[src/rtl/reg_bank_pkg.sv]
// Shared helpers for the reg_bank register store: LOCK address, byte-strobe merge, parity.
// Helpers take MAX_W-wide operands; callers size-cast in and out.
package reg_bank_pkg;

   localparam int unsigned MAX_W      = 256;
   localparam int unsigned MAX_STRB_W = MAX_W / 8;

   function automatic int unsigned lock_addr(input int unsigned num_regs);
      return num_regs;
   endfunction

   function automatic logic [MAX_W-1:0] strb_merge(input logic [MAX_W-1:0]      old_v,
                                                   input logic [MAX_W-1:0]      new_v,
                                                   input logic [MAX_STRB_W-1:0] strb);
      logic [MAX_W-1:0] m;
      m = old_v;
      for (int unsigned b = 0; b < MAX_STRB_W; b++) begin
         if (strb[b]) m[b*8 +: 8] = new_v[b*8 +: 8];
      end
      return m;
   endfunction

   // Even parity: the returned bit makes the total count of ones even.
   function automatic logic even_par(input logic [MAX_W-1:0] v);
      return ^v;
   endfunction

endpackage

[src/rtl/reg_bank_word.sv]
// One reg_bank storage word: strobe merge and lock gating.
// Optional parity store/check under REG_BANK_PARITY_EN.
module reg_bank_word
   import reg_bank_pkg::*;
#(
   parameter int unsigned       DATA_W  = 16,
   parameter logic [DATA_W-1:0] RST_VAL = '0
) (
   input  logic                  clk,
   input  logic                  rstn,
   input  logic                  we_i,
   input  logic                  lock_i,
   input  logic [DATA_W/8-1:0]   wstrb_i,
   input  logic [DATA_W-1:0]     wdata_i,
   output logic [DATA_W-1:0]     data_o,
   output logic                  par_bad_o
);

   logic [DATA_W-1:0] data_q, data_d;
   logic              upd;

   always_comb begin
      upd    = we_i && !lock_i;
      data_d = DATA_W'(strb_merge(MAX_W'(data_q), MAX_W'(wdata_i), MAX_STRB_W'(wstrb_i)));
   end

   always_ff @(posedge clk or negedge rstn) begin
      if (!rstn)    data_q <= RST_VAL;
      else if (upd) data_q <= data_d;
   end

   assign data_o = data_q;

`ifdef REG_BANK_PARITY_EN
   logic par_q;

   // Parity covers the merged word, so partial-strobe writes stay consistent.
   always_ff @(posedge clk or negedge rstn) begin
      if (!rstn)    par_q <= even_par(MAX_W'(RST_VAL));
      else if (upd) par_q <= even_par(MAX_W'(data_d));
   end

   assign par_bad_o = even_par(MAX_W'(data_q)) ^ par_q;
`else
   assign par_bad_o = 1'b0;
`endif

endmodule

[src/rtl/reg_bank.sv]
// Addressed bank of NUM_REGS strobed data registers plus a sticky LOCK register,
// with a one-cycle registered ack/err response. Optional parity: REG_BANK_PARITY_EN.
module reg_bank
   import reg_bank_pkg::*;
#(
   parameter int unsigned         DATA_W   = 16,
   parameter int unsigned         NUM_REGS = 8,
   localparam int unsigned        ADDR_W   = $clog2(NUM_REGS + 1),
   parameter logic [DATA_W-1:0]   RST_VAL  = '0
) (
   input  logic                  clk,
   input  logic                  rstn,
   input  logic                  sel,
   input  logic                  wr,
   input  logic [ADDR_W-1:0]     addr,
   input  logic [DATA_W/8-1:0]   wstrb,
   input  logic [DATA_W-1:0]     wdata,
   output logic [DATA_W-1:0]     rdata,
   output logic                  ack,
   output logic                  err,
   output logic [NUM_REGS-1:0]   lock_q
`ifdef REG_BANK_PARITY_EN
   ,
   output logic                  par_err_o
`endif
);

   localparam logic [ADDR_W-1:0] LOCK_A = ADDR_W'(lock_addr(NUM_REGS));

   logic [DATA_W-1:0]   word_q [NUM_REGS];
   logic [NUM_REGS-1:0] par_bad;
   logic [NUM_REGS-1:0] lock_d;
   logic [DATA_W-1:0]   rdata_q, rdata_d, rd_val;
   logic                ack_q, ack_d, err_q, err_d;
   logic                is_data, is_lock, is_oor, lk_sel, pb_sel;

   for (genvar i = 0; i < NUM_REGS; i++) begin : g_word
      reg_bank_word #(
         .DATA_W  (DATA_W),
         .RST_VAL (RST_VAL)
      ) u_word (
         .clk       (clk),
         .rstn      (rstn),
         .we_i      (sel && wr && (addr == ADDR_W'(i))),
         .lock_i    (lock_q[i]),
         .wstrb_i   (wstrb),
         .wdata_i   (wdata),
         .data_o    (word_q[i]),
         .par_bad_o (par_bad[i])
      );
   end

   always_comb begin
      is_data = addr < LOCK_A;
      is_lock = addr == LOCK_A;
      is_oor  = !is_data && !is_lock;
      rd_val  = '0;
      lk_sel  = 1'b0;
      pb_sel  = 1'b0;
      for (int unsigned i = 0; i < NUM_REGS; i++) begin
         if (addr == ADDR_W'(i)) begin
            rd_val = word_q[i];
            lk_sel = lock_q[i];
            pb_sel = par_bad[i];
         end
      end
      if (is_lock) rd_val = DATA_W'(lock_q);

      lock_d = lock_q;
      if (sel && wr && is_lock) begin
         for (int unsigned k = 0; k < NUM_REGS; k++) begin
            lock_d[k] = lock_q[k] | (wdata[k] & wstrb[k/8]);
         end
      end

      ack_d   = sel;
      err_d   = sel && (is_oor || (wr && is_data && lk_sel) || (!wr && is_data && pb_sel));
      rdata_d = (sel && !wr && !is_oor) ? rd_val : '0;
   end

   always_ff @(posedge clk or negedge rstn) begin
      if (!rstn) begin
         lock_q  <= '0;
         ack_q   <= 1'b0;
         err_q   <= 1'b0;
         rdata_q <= '0;
      end else begin
         lock_q  <= lock_d;
         ack_q   <= ack_d;
         err_q   <= err_d;
         rdata_q <= rdata_d;
      end
   end

   assign ack   = ack_q;
   assign err   = err_q;
   assign rdata = rdata_q;

`ifdef REG_BANK_PARITY_EN
   logic par_err_q;

   always_ff @(posedge clk or negedge rstn) begin
      if (!rstn) par_err_q <= 1'b0;
      else       par_err_q <= par_err_q | (sel && !wr && is_data && pb_sel);
   end

   assign par_err_o = par_err_q;
`endif

endmodule

[config.mk]
export PLATFORM = sky130hd
export DESIGN_NAME = reg_bank
export DESIGN_NICKNAME = d
export VERILOG_FILES = /design/src/rtl/reg_bank_pkg.sv /design/src/rtl/reg_bank_word.sv /design/src/rtl/reg_bank.sv
export SDC_FILE = /design/constraint.sdc
export NUM_CORES = 1
export LEC_CHECK = 0
export BUFFER_PORTS_ARGS = -buffer_cell sky130_fd_sc_hd__buf_4
export CORE_ASPECT_RATIO = 1.2
export CORE_UTILIZATION = 54
export DETAILED_ROUTE_END_ITERATION = 7
export PLACE_DENSITY = 0.75
export SLEW_MARGIN = 20
export SYNTH_ARGS = -nofsm -noshare
export SYNTH_HDL_FRONTEND = slang
export SYNTH_HIERARCHICAL = 1
export SYNTH_SLANG_ARGS = --single-unit
export TNS_END_PERCENT = 100
[constraint.sdc]
create_clock -name clk -period 1.3 [get_ports clk]
set_input_delay 0.065 -clock clk [delete_from_list [all_inputs] [get_ports clk]]
set_output_delay 0.065 -clock clk [all_outputs]
set_load 0.05 [all_outputs]
### Word-level counts from Yosys, hierarchy flattened

Index checks and enable logic that the tools add are counted.

* multiply operators: 0
* shift-type cells: 0
* bitwise operators: 16
* reduce and logical (&&, ||, !) cells: 54
* mux-type cells: 18
* equality and inequality tests: 8
* divide/modulo/power cells: 0
* $add $sub $neg: 0
* order comparisons: 1

Operators by type and width (count)
* 16-bit two-way mux: 10
* 2-bit AND reduction: 16
* 1-bit logical AND: 24
* 4-bit by 3-bit equality test with 1-bit output (second input constant): 4
* 1-bit logical NOT: 12
* 1-bit AND: 8
* 4-bit by 2-bit equality test with 1-bit output (second input constant): 2
* 1-bit two-way mux: 8
* 1-bit bitwise OR: 8
* 4-bit by 1-bit equality test with 1-bit output (second input constant): 1
* 4-bit equality test (second input constant): 1
* 4-bit logical NOT: 1
* 4-bit < comparator (second input constant): 1
* 1-bit logical OR: 1

* memory bits (read-only): 0
* bits in registers: 154
* memory bits (writable): 0
* logic and storage cells: 117
* latch bits: 0
* memories: 0

### Logic depth before layout (Yosys ltp)

Gate-level depths: netlist (run 1).

* depth after elaboration: 12
* depth in mapped cells: 8
* mapped depth without buffers: 5

### Hierarchy

The synthesis (run 1) kept the hierarchy.

By module, submodules not included
* reg_bank_word: instances 8, cells an instance 36, area an instance 631.9 um^2
* reg_bank: instances 1, cells an instance 238, area an instance 2270.9 um^2

### Worst setup path before layout (run 1)

No wires, ideal clock.

* kind: input -> register
* from: in addr[0]
* to: reg g_word[4].u_word.data_q[0]
* buffers on the path: 4
* stages on the path: 7
* data required time: 1.175 ns
* library setup time: 0.125 ns
* arrival: 1.841 ns
* setup slack: -0.665 ns
* cell sequence: buf_6 buf_6 buf_4 buf_4 nor4_1 nand3b_4 mux2_2

* cells in the longest elaborated chain, start to end: 4

Ends and longest elaborated chain
* from (decl): RTL line reg_bank.sv:15 `input logic [ADDR_W-1:0] addr,`
* 4-bit by 3-bit equality test with 1-bit output: RTL line reg_bank.sv:44 `.we_i (sel && wr && (addr == ADDR_W'(i))),`
* 1-bit logical AND: RTL line reg_bank.sv:44
* 1-bit logical AND: RTL line reg_bank_word.sv:23 `upd = we_i && !lock_i;`
* 2-bit AND reduction (no line)
* to (signal assigned): RTL line reg_bank_word.sv:29 `else if (upd) data_q <= data_d;`
* to (decl): RTL line reg_bank_word.sv:19 `logic [DATA_W-1:0] data_q, data_d;`

No other way between the ends.
A chain may end at the register's enable or synchronous reset.

### Worst setup path in the final report (run 1)

* from: reg g_word[5].u_word.data_q[4]
* to: reg rdata_q[4], in the netlist rdata[4]

* cells in the longest elaborated chain, start to end: 5

Ends and longest elaborated chain
* from (decl): RTL line reg_bank_word.sv:19
* from (signal assigned): RTL line reg_bank_word.sv:29
* 16-bit two-way mux (3 in a row): RTL line reg_bank.sv:61 `if (addr == ADDR_W'(i)) begin`
* 16-bit two-way mux: RTL line reg_bank.sv:67 `if (is_lock) rd_val = DATA_W'(lock_q);`
* 16-bit two-way mux: RTL line reg_bank.sv:78 `rdata_d = (sel && !wr && !is_oor) ? rd_val : '0;`
* net rdata_d[4]: RTL line reg_bank.sv:33 `logic [DATA_W-1:0] rdata_q, rdata_d, rd_val;`
* to (signal assigned): RTL line reg_bank.sv:91 `rdata_q <= rdata_d;`
* to (decl): RTL line reg_bank.sv:33

The timed path passes the listed nets, and every way through them passes these cells.

==> run_results.csv, run 1 <==
group,metric,value,unit
floorplan,die_h,130,um
layout,num_antenna_cells,0,
clock_tree,clock_path_buffers,2,
grt,grt_pass1_vias,5277,
floorplan,start_util,55.3,%
logic_synthesis,synth_edf_count,0,
clock_tree,cts_tree,"built",
timing,setup_viol,9,
detailed_routing,drtIter0Drc,308,
critical_path,critPathMaxStageDelay,390,ps
placed_design,gp_congestion,0.863,
floorplan,core,13200,um^2
layout,fill_cells,931,
grt,antenna_found_initial,0,
floorplan,io-pin-count,52,
power_and_ir_drop,ir_worst_vdd,1.25,mV
logic_synthesis,avgSynthCellArea,13.9,um^2
timing,max_freq,0.693,GHz
critical_path,end_kind,"flip-flop",
detailed_routing,postRouteAntennaNets,0,
layout,nNetsFinal,677,
critical_path,arrival,1760,ps
placed_design,place.detailed.hpwl,12600,um
layout,area_growth,25.6,%
timing,holdWs,33.7,ps
floorplan,die_w,108,um
timing,post-route-min-period,1440,ps
power_and_ir_drop,p_leak,0.00470,uW
logic_synthesis,synth_warnings,6,
clock_tree,htreeDepth,4,
critical_path,worst-path-buf-inv,0,
layout,layout-drive-gt1-share,50.8,%
status,violations,"negative setup slack",
worst_hold_path,hold_depth,4,
critical_path,crit_slowest_cell,"dfrtp_1",
grt,grt_start_max_net_pins,38,
clock_tree,numCtsBuffers,17,
grt,grt_pass1_wl,28900,um
floorplan,rows,46,
detailed_routing,routed.top_layer,"met4",
clock_tree,cts.clk_slew.worst_paths,60,ps
timing,slew_headroom,60.7,%
grt,track_usage,28.5,%
logic_synthesis,syn_inst,526,
placed_design,dpl_cell_area,8360,um^2
logic_synthesis,synth_area,7330,um^2
status,status,"finished with violations",
logic_synthesis,synthArstFlopShare,100,%
critical_path,critPathLaunchType,"flip-flop",
detailed_routing,met1_length,7210,um
critical_path,r2r-start,"g_word[5].u_word/data_o[4]",
critical_path,cp_num_cells,4,
timing,drv_slew,0,
timing,fin_worst_skew,7.96,ps
timing,setup_slack,-144,ps
clock_tree,cts_root_buf,"clkbuf_16",
logic_synthesis,ys_types,47,
critical_path,required,1610,ps
critical_path,crit_family,"compound AO/OA/AOI/OAI gates",
timing,rsz0062_at_grt,"true",
worst_hold_path,hold_start,"addr[3]",
timing,period_share,111,%
detailed_routing,drc,0,
worst_hold_path,hp-class,"in2reg",
placed_design,portBuffers,51,
layout,stdcell_area,9200,um^2
detailed_routing,wl_met2,9670,um
timing,tightest_slew,588,ps
critical_path,crit_chain,"a221o_1, a222oi_1, a2bb2oi_2, o21ai_1",
logic_synthesis,synth-seq-cells,154,
flow_run,timing.max_cap.violations,0,
logic_synthesis,seq_area_frac_synth,52.6,%
critical_path,reg2reg_to,"rdata[4]",
critical_path,criticalPathCategory,"reg2reg",
detailed_routing,avgViaCountPerCell,6.07,
detailed_routing,wl_per_cell,22.1,um
power_and_ir_drop,power_density,1360,nW/um^2
critical_path,r2r_slack,-140,ps
logic_synthesis,syn_nets,552,
detailed_routing,drt_pass1_iterations,4,
grt,gr-total-overflow,0,
critical_path,reg2reg_depth,4,
clock_tree,clk_latency,430,ps
clock_tree,clock_sinks,154,
detailed_routing,wirelength,18400,um
floorplan,die_area,14000,um^2
critical_path,worstPathMaxFanout,2,
detailed_routing,vias,5044,
worst_hold_path,worstHoldEndpoint,"rdata[2]",
timing,hold_viol,0,
logic_synthesis,ys.flop_type,"dfrtp_1",
detailed_routing,met3_length,958,um
==> cells in the mapped netlist, types with 3 or more instances <==
cell,instances,area [um^2]
nand2_1,19,71.3
nand3b_1,4,30.0
o22ai_1,3,18.8
conb_1,8,30.0
inv_1,3,11.3
or3_1,3,18.8
a222oi_1,3,30.0
buf_4,12,90.1
nor3_1,6,30.0
mux2i_1,19,190
clkbuf_1,4,15.0
nand3_1,4,20.0
dfrtp_1,154,3850
buf_6,4,45.0
a22o_1,6,52.6
and2_1,3,18.8
nor2_1,25,93.8
a2bb2oi_1,7,61.3
o21ai_0,4,20.0
mux2_2,133,1500
buf_2,8,40.0
o21ai_1,4,20.0
mux4_2,14,315
nor2b_1,3,18.8
a221o_1,3,30.0
a21o_1,9,67.6
nand3b_4,16,320
a21oi_1,16,80.1
a31oi_1,3,18.8
==> registers in the layout, summed over array words and instances, names as in the netlist <==
name	flops
g_word.u_word/data_o	128
rdata	16
lock_q	8
ack	1
err	1
==> kinds of logic after synthesis <==
logic type	Yosys count	synth area share, %
muxes	166	27.3
DFF	154	52.6
and+or+nand+nor	95	9.84
AOI/OAI and AO/OA	72	7.05
buffers and inverters	31	2.75
other	8	0.410
==> layout by cell type, fill, tap and decap left out, drive strengths merged, types with 5 or more instances in the layout <==
master         n
dlygate4sd3   18
clkbuf        24
conb           8
o21ai          8
mux4          14
nor2          27
nand2         19
nor3           6
a2bb2oi        7
dfrtp        154
clkinv         5
a21oi         16
a21o           9
mux2i         19
mux2         133
nand3b        20
buf          116
a22o           6
==> through the flow <==
step / instances / util (%) / TNS (ps) / worst slack (ps) / power (uW)
floorplan: 526 / - / -23200 / -398 / 6940
global placement: 779 / 63.2 / -31810 / -298 / 7620
global route: 831 / 69.5 / -906 / -291 / 12900
finish: 831 / 69.5 / -408 / -144 / 12500
detailed placement: 779 / 63.2 / -36370 / -340 / 7730
CTS: 828 / 69.1 / -322 / -136 / 12500
==> metal layers <==
| metal | global-route usage [%] | vias to the layer above |
|---|---|---|
| met5 | 0 | - |
| met4 | 12.6 | 0 |
| met3 | 5.48 | 40 |
| met2 | 49.9 | 182 |
| li1 | - | 2197 |
| met1 | 34.3 | 2625 |
==> worst reg2reg max path: stages, from the launching register on <==
cell and delay, ps:
dfrtp_1 390, a221o_1 320, a222oi_1 350, a2bb2oi_2 190, o21ai_1 80
==> final cells by class <==
class / instances / area (um^2) / area share (%)
clock buffer: 24 / 502 / 5.45
clock inverter: 7 / 63.8 / 0.694
inverter: 3 / 11.3 / 0.122
multi-input combinational: 341 / 3410 / 37.1
sequential: 154 / 3860 / 42.0
tap: 168 / 210 / 2.28
timing repair buffer: 134 / 1140 / 12.4
==> where the power goes <==
| group | internal [uW] | switching [uW] |
|---|---|---|
| Clock | 2860 | 1840 |
| Sequential | 5380 | 346 |
| Combinational | 1090 | 968 |
==> worst max path at each step <==
| stage | startpoint | to |
|---|---|---|
| final | g_word[5].u_word/data_o[4] | rdata[4] |
| after global routing | g_word[5].u_word/data_o[4] | rdata[4] |
| after CTS | g_word[0].u_word/data_o[1] | rdata[1] |
| after detailed placement | addr[2] | rdata[1] |
| after global placement | addr[2] | rdata[1] |
| after floorplan | addr[2] | g_word[0].u_word/data_o[0] |
==> repair_timing <==
item	in CTS	in global routing
setup buffers	0	3
resized for setup	7	8
endpoints found under the setup margin	10	21
hold buffers	18	0
hold endpoints to repair	291	0
pin swaps	10	2
Note: power is estimated with default switching activity, not from simulation.
==> run 2: changes to the inputs <==
==> constraint.sdc (replaced) <==
create_clock -name clk -period 1.3 [get_ports clk]
set_input_delay 0.195 -clock clk [delete_from_list [all_inputs] [get_ports clk]]
set_output_delay 0.195 -clock clk [all_outputs]
set_load 0.05 [all_outputs]
==> run_results.csv, run 2 (synthesis gave the netlist of run 1 again) <==
group,metric,value,unit
clock_tree,clock_sinks,154,
placed_design,portBuffers,51,
timing,setup_slack,-251,ps
detailed_routing,met3_length,753,um
floorplan,start_util,55.3,%
clock_tree,numCtsBuffers,17,
critical_path,r2r_slack,-250,ps
status,status,"finished with violations",
floorplan,die_area,14000,um^2
clock_tree,htreeDepth,4,
timing,period_share,119,%
clock_tree,clock_path_buffers,2,
grt,grt_pass1_vias,5158,
grt,grt_start_max_net_pins,46,
placed_design,gp_congestion,0.900,
critical_path,worstPathMaxFanout,2,
detailed_routing,avgViaCountPerCell,5.94,
critical_path,arrival,1860,ps
floorplan,io-pin-count,52,
critical_path,required,1610,ps
clock_tree,cts_root_buf,"clkbuf_16",
layout,nNetsFinal,671,
critical_path,end_kind,"flip-flop",
grt,grt_pass1_wl,29000,um
critical_path,criticalPathCategory,"reg2reg",
timing,rsz0062_at_grt,"true",
layout,final_cell_mix,"dfrtp_1, mux2_2, buf_4, nor2_1, mux2i_1",
detailed_routing,drt_pass1_iterations,5,
clock_tree,cts.clk_slew.worst_paths,60,ps
layout,fill_cells,940,
grt,antenna_found_initial,0,
status,violations,"negative setup slack",
layout,final_common_cell,"dfrtp_1",
power_and_ir_drop,power_density,1380,nW/um^2
layout,largest_reg_flops,128,
power_and_ir_drop,fin_total_pwr,12700,uW
layout,final_util,69.6,%
grt,gr-total-overflow,0,
detailed_routing,drc,0,
power_and_ir_drop,ir_worst_vdd,0.957,mV
detailed_routing,wl_per_cell,22.1,um
detailed_routing,met1_length,7670,um
floorplan,die_w,108,um
detailed_routing,vias,4909,
floorplan,die_h,130,um
critical_path,critPathLaunchType,"flip-flop",
floorplan,core,13200,um^2
grt,track_usage,28.6,%
layout,area_growth,25.8,%
placed_design,place.detailed.hpwl,12600,um
detailed_routing,postRouteAntennaNets,0,
placed_design,preCtsSetupSlack,-484,ps
flow_run,timing.max_cap.violations,0,
layout,layout-drive-gt1-share,53.8,%
detailed_routing,routed.top_layer,"met4",
floorplan,rows,46,
detailed_routing,wl_met2,9300,um
power_and_ir_drop,p_leak,0.00470,uW
timing,hold_viol,0,
timing,fin_worst_skew,7.41,ps
detailed_routing,drtIter0Drc,262,
worst_hold_path,hp-class,"in2reg",
timing,setup_viol,15,
detailed_routing,wirelength,18300,um
timing,post-route-min-period,1550,ps
clock_tree,cts_tree,"built",
timing,max_freq,0.645,GHz
layout,num_antenna_cells,0,
timing,drv_slew,0,
clock_tree,clk_latency,430,ps
-- run 2: cell count changes in the layout (fill, tap and decap cells not counted), sizes merged --
| cell | change |
|---|---|
| clkbuf | -6 |
| buf | +10 |
| clkinvlp | +3 |
| inv | +1 |
| dlygate4sd3 | -16 |
| clkinv | +2 |
| bufinv | +1 |
-- run 2: path summary, 6_finish.rpt --
check	from	end	depth (start not counted)
worst min-delay path	wdata[2]	lock_q[2]	2
min in group asynchronous	rstn	g_word[0].u_word/data_o[6]	2
worst max-delay path	g_word[5].u_word/data_o[4]	rdata[4]	4
worst max register to register	g_word[5].u_word/data_o[4]	rdata[4]	4
max in group asynchronous	rstn	lock_q[3]	3
worst min register to register	g_word[4].u_word/data_o[14]	g_word[4].u_word/data_o[14]	1
-- run 2: per-stage QoR --
step / instance area, um^2 / hold WS, ps / TNS (ps) / std cells
final: 9220 / 40.9 / -696 / 826
after global routing: 9220 / 46.7 / -1480 / 826
after CTS: 9150 / 24.3 / -674 / 824
after detailed placement: 8370 / 98.2 / -60630 / 783
after global placement: 8370 / 95.8 / -58210 / 783
after floorplan: 7480 / -101 / -37350 / 526
-- run 2: area by class of cell --
cell class	instances	area, um^2	share of cell area (%)
tap	168	210	2.28
clock inverter	14	146	1.59
timing repair buffer	128	1130	12.2
multi-input combinational	341	3420	37.1
inverter	3	11.3	0.122
clock buffer	18	439	4.77
sequential	154	3860	41.9
-- run 2: metal layers --
metal | up-vias | global-route usage [%]
met2 | 149 | 48.9
met3 | 38 | 4.78
met5 | - | 0
met1 | 2541 | 35.8
met4 | 0 | 12.3
li1 | 2181 | -
-- run 2: power breakdown --
group / total [uW] / internal [uW] / leakage (uW) / switching (uW)
registers: 5720 / 5380 / 0.00204 / 345
logic: 2120 / 1140 / 0.00238 / 975
clock network: 4860 / 2880 / 0.000282 / 1990
total: 12700 / 9390 / 0.00470 / 3300
-- run 2: timing repair --
| item | in CTS | in global routing |
|---|---|---|
| gates resized for setup | 27 | 11 |
| hold endpoints to repair | 155 | 0 |
| buffers inserted | 7 | 2 |
| pin swaps | 11 | 12 |
| setup endpoints to repair | 35 | 91 |
| hold buffers | 2 | 0 |
-- run 2: worst max-delay path, stage by stage (launching register included) --
cell       delay [ps]
dfrtp_1           380
a221o_1           320
a222oi_1          430
a2bb2oi_2         220
o21ai_1            80
==> run 3: changes to the inputs <==
--- a/config.mk
+++ b/config.mk
@@ -5,10 +5,11 @@
 export SDC_FILE = /design/constraint.sdc
 export NUM_CORES = 1
 export LEC_CHECK = 0
-export BUFFER_PORTS_ARGS = -buffer_cell sky130_fd_sc_hd__buf_4
 export CORE_ASPECT_RATIO = 1.2
-export CORE_UTILIZATION = 54
+export CORE_UTILIZATION = 57
 export DETAILED_ROUTE_END_ITERATION = 7
+export DONT_BUFFER_PORTS = 1
+export HOLD_SLACK_MARGIN = 0.15
 export PLACE_DENSITY = 0.75
 export SLEW_MARGIN = 20
 export SYNTH_ARGS = -nofsm -noshare
==> run_results.csv, run 3 (synthesis gave the netlist of run 1 again) <==
group,metric,value,unit
layout,num_antenna_cells,0,
floorplan,die_area,13300,um^2
power_and_ir_drop,internal_power,9380,uW
timing,max_freq,0.676,GHz
critical_path,required,1610,ps
placed_design,preCtsSetupSlack,-311,ps
power_and_ir_drop,clockPowerShare,40.2,%
floorplan,die_h,126,um
timing,holdWs,-534,ps
placed_design,place.detailed.hpwl,10700,um
floorplan,die_w,105,um
placed_design,portBuffers,0,
status,status,"finished with violations",
grt,antenna_found_initial,0,
layout,final_cell_mix,"dfrtp_1, mux2_2, buf_4, dlygate4sd3_1, nor2_1",
status,violations,"negative hold slack, negative setup slack",
power_and_ir_drop,ir_worst_vdd,0.923,mV
detailed_routing,drtIter0Drc,293,
grt,track_usage,28.2,%
worst_hold_path,hp-class,"in2async",
power_and_ir_drop,switching_share,24.5,%
layout,layout-drive-gt1-share,44.5,%
grt,grt_pass1_wl,28000,um
timing,tightest_slew,862,ps
clock_tree,clock_path_buffers,2,
timing,fin_worst_skew,8.98,ps
timing,rsz0062_at_grt,"true",
clock_tree,numCtsBuffers,17,
clock_tree,cts_tree,"built",
clock_tree,cts_root_buf,"clkbuf_16",
clock_tree,htreeDepth,4,
layout,nNetsFinal,604,
flow_run,timing.max_cap.violations,0,
power_and_ir_drop,p_seq_share,46.5,%
layout,final_cells,755,
floorplan,io-pin-count,52,
detailed_routing,wirelength,17500,um
critical_path,critPathMaxStageDelay,390,ps
floorplan,core,12600,um^2
detailed_routing,drc,0,
clock_tree,clk_latency,430,ps
floorplan,start_util,58.1,%
grt,gr-total-overflow,0,
clock_tree,clock_sinks,154,
layout,area_growth,18.4,%
detailed_routing,vias,4727,
timing,setup_viol,20,
power_and_ir_drop,pwr-share-comb,13.3,%
critical_path,crit_slowest_cell,"dfrtp_1",
detailed_routing,postRouteAntennaNets,0,
timing,slew_headroom,42.4,%
timing,hold_viol,154,
timing,period_share,114,%
layout,largest_reg_flops,128,
layout,final_common_cell,"dfrtp_1",
placed_design,dp.cells,695,
detailed_routing,avgViaCountPerCell,6.26,
detailed_routing,wl_per_cell,23.2,um
critical_path,critPathLaunchType,"flip-flop",
power_and_ir_drop,p_leak,0.00433,uW
layout,final_util,68.8,%
clock_tree,cts.clk_slew.worst_paths,60,ps
floorplan,rows,45,
critical_path,end_kind,"flip-flop",
timing,setup_slack,-179,ps
critical_path,criticalPathCategory,"reg2reg",
power_and_ir_drop,power_density,1430,nW/um^2
grt,grt_pass1_vias,5095,
detailed_routing,drt_pass1_iterations,5,
grt,grt_start_max_net_pins,155,
power_and_ir_drop,switching_power,3040,uW
critical_path,crit_chain,"a221o_1, a222oi_1, a2bb2oi_2, o21ai_1",
layout,fill_cells,873,
placed_design,gp_congestion,0.864,
critical_path,worstPathMaxFanout,2,
timing,post-route-min-period,1480,ps
critical_path,arrival,1790,ps
timing,drv_slew,0,
[run 3: changes by cell type in the layout (fill, tap and decap cells not counted), moves of 2 or more]
cell / delta
dlygate4sd3_1: +22
buf_8: -2
buf_6: -7
buf_12: -4
buf_4: -76
[run 3: final cells by class]
cell class,count,area [um^2],share of cell area (%)
Tap cell,164,205,2.37
Timing Repair Buffer,61,588,6.78
Clock buffer,17,425,4.91
Multi-Input combinational cell,341,3400,39.3
Inverter,3,11.3,0.130
Clock inverter,15,174,2.01
Sequential cell,154,3860,44.5
[run 3: routing by layer]
layer | part of all wire, % | global-route usage, % | vias up
li1 | - | - | 2052
met1 | 39 | 34.7 | 2449
met2 | 51 | 47.4 | 181
met3 | 5.7 | 6.00 | 45
met4 | 3.6 | 14.0 | 0
met5 | 0 | 0 | -
[run 3: timing repair]
item                       4_1_cts  5_1_grt
hold endpoints to repair       307      246
resized for setup               17       10
setup endpoints to repair       15       37
hold buffers                    20        4
setup buffers                    4        0
pin swaps                       12        3
[run 3: final timing paths]
check / cells after the start / from / slack, ps / end
worst min-delay path: 0 / rstn / -530 / g_word[5].u_word/data_o[4]
worst max register to register: 4 / g_word[5].u_word/data_o[1] / -180 / rdata[1]
min in group clk: 2 / wstrb[1] / 110 / g_word[0].u_word/data_o[12]
worst min register to register: 1 / g_word[2].u_word/data_o[7] / 500 / g_word[2].u_word/data_o[7]
worst max-delay path: 4 / g_word[5].u_word/data_o[1] / -180 / rdata[1]
max in group asynchronous: 0 / rstn / 1660 / lock_q[7]
[run 3: per-stage QoR]
stage          cell area [um^2]  TNS (ps)  total power, uW  hold slack (ps)
5_1_grt                    8670     -2080            12800             -553
3_5_place_dp               7700    -29530             7240            -97.3
6_report                   8670     -1280            12400             -534
2_1_floorplan              7480    -37350             6960             -101
3_3_place_gp               7700    -27130             7150            -97.2
4_1_cts                    8600      -620            12400             -551
[run 3: power by group through the flow]
stage / Sequential [uW] / Combinational [uW] / Clock (uW)
2_1_floorplan: 5850 / 1110 / 0
3_3_place_gp: 5800 / 1350 / 0
3_5_place_dp: 5840 / 1400 / 0
4_1_cts: 5760 / 1600 / 5060
5_1_grt: 5830 / 1760 / 5240
6_report: 5780 / 1650 / 4990
[run 3: critical path: cells and delay by family (launching register included)]
kind / cells / cell delay, ps
AO/OA/AOI/OAI: 4 / 980
flip-flops: 1 / 390
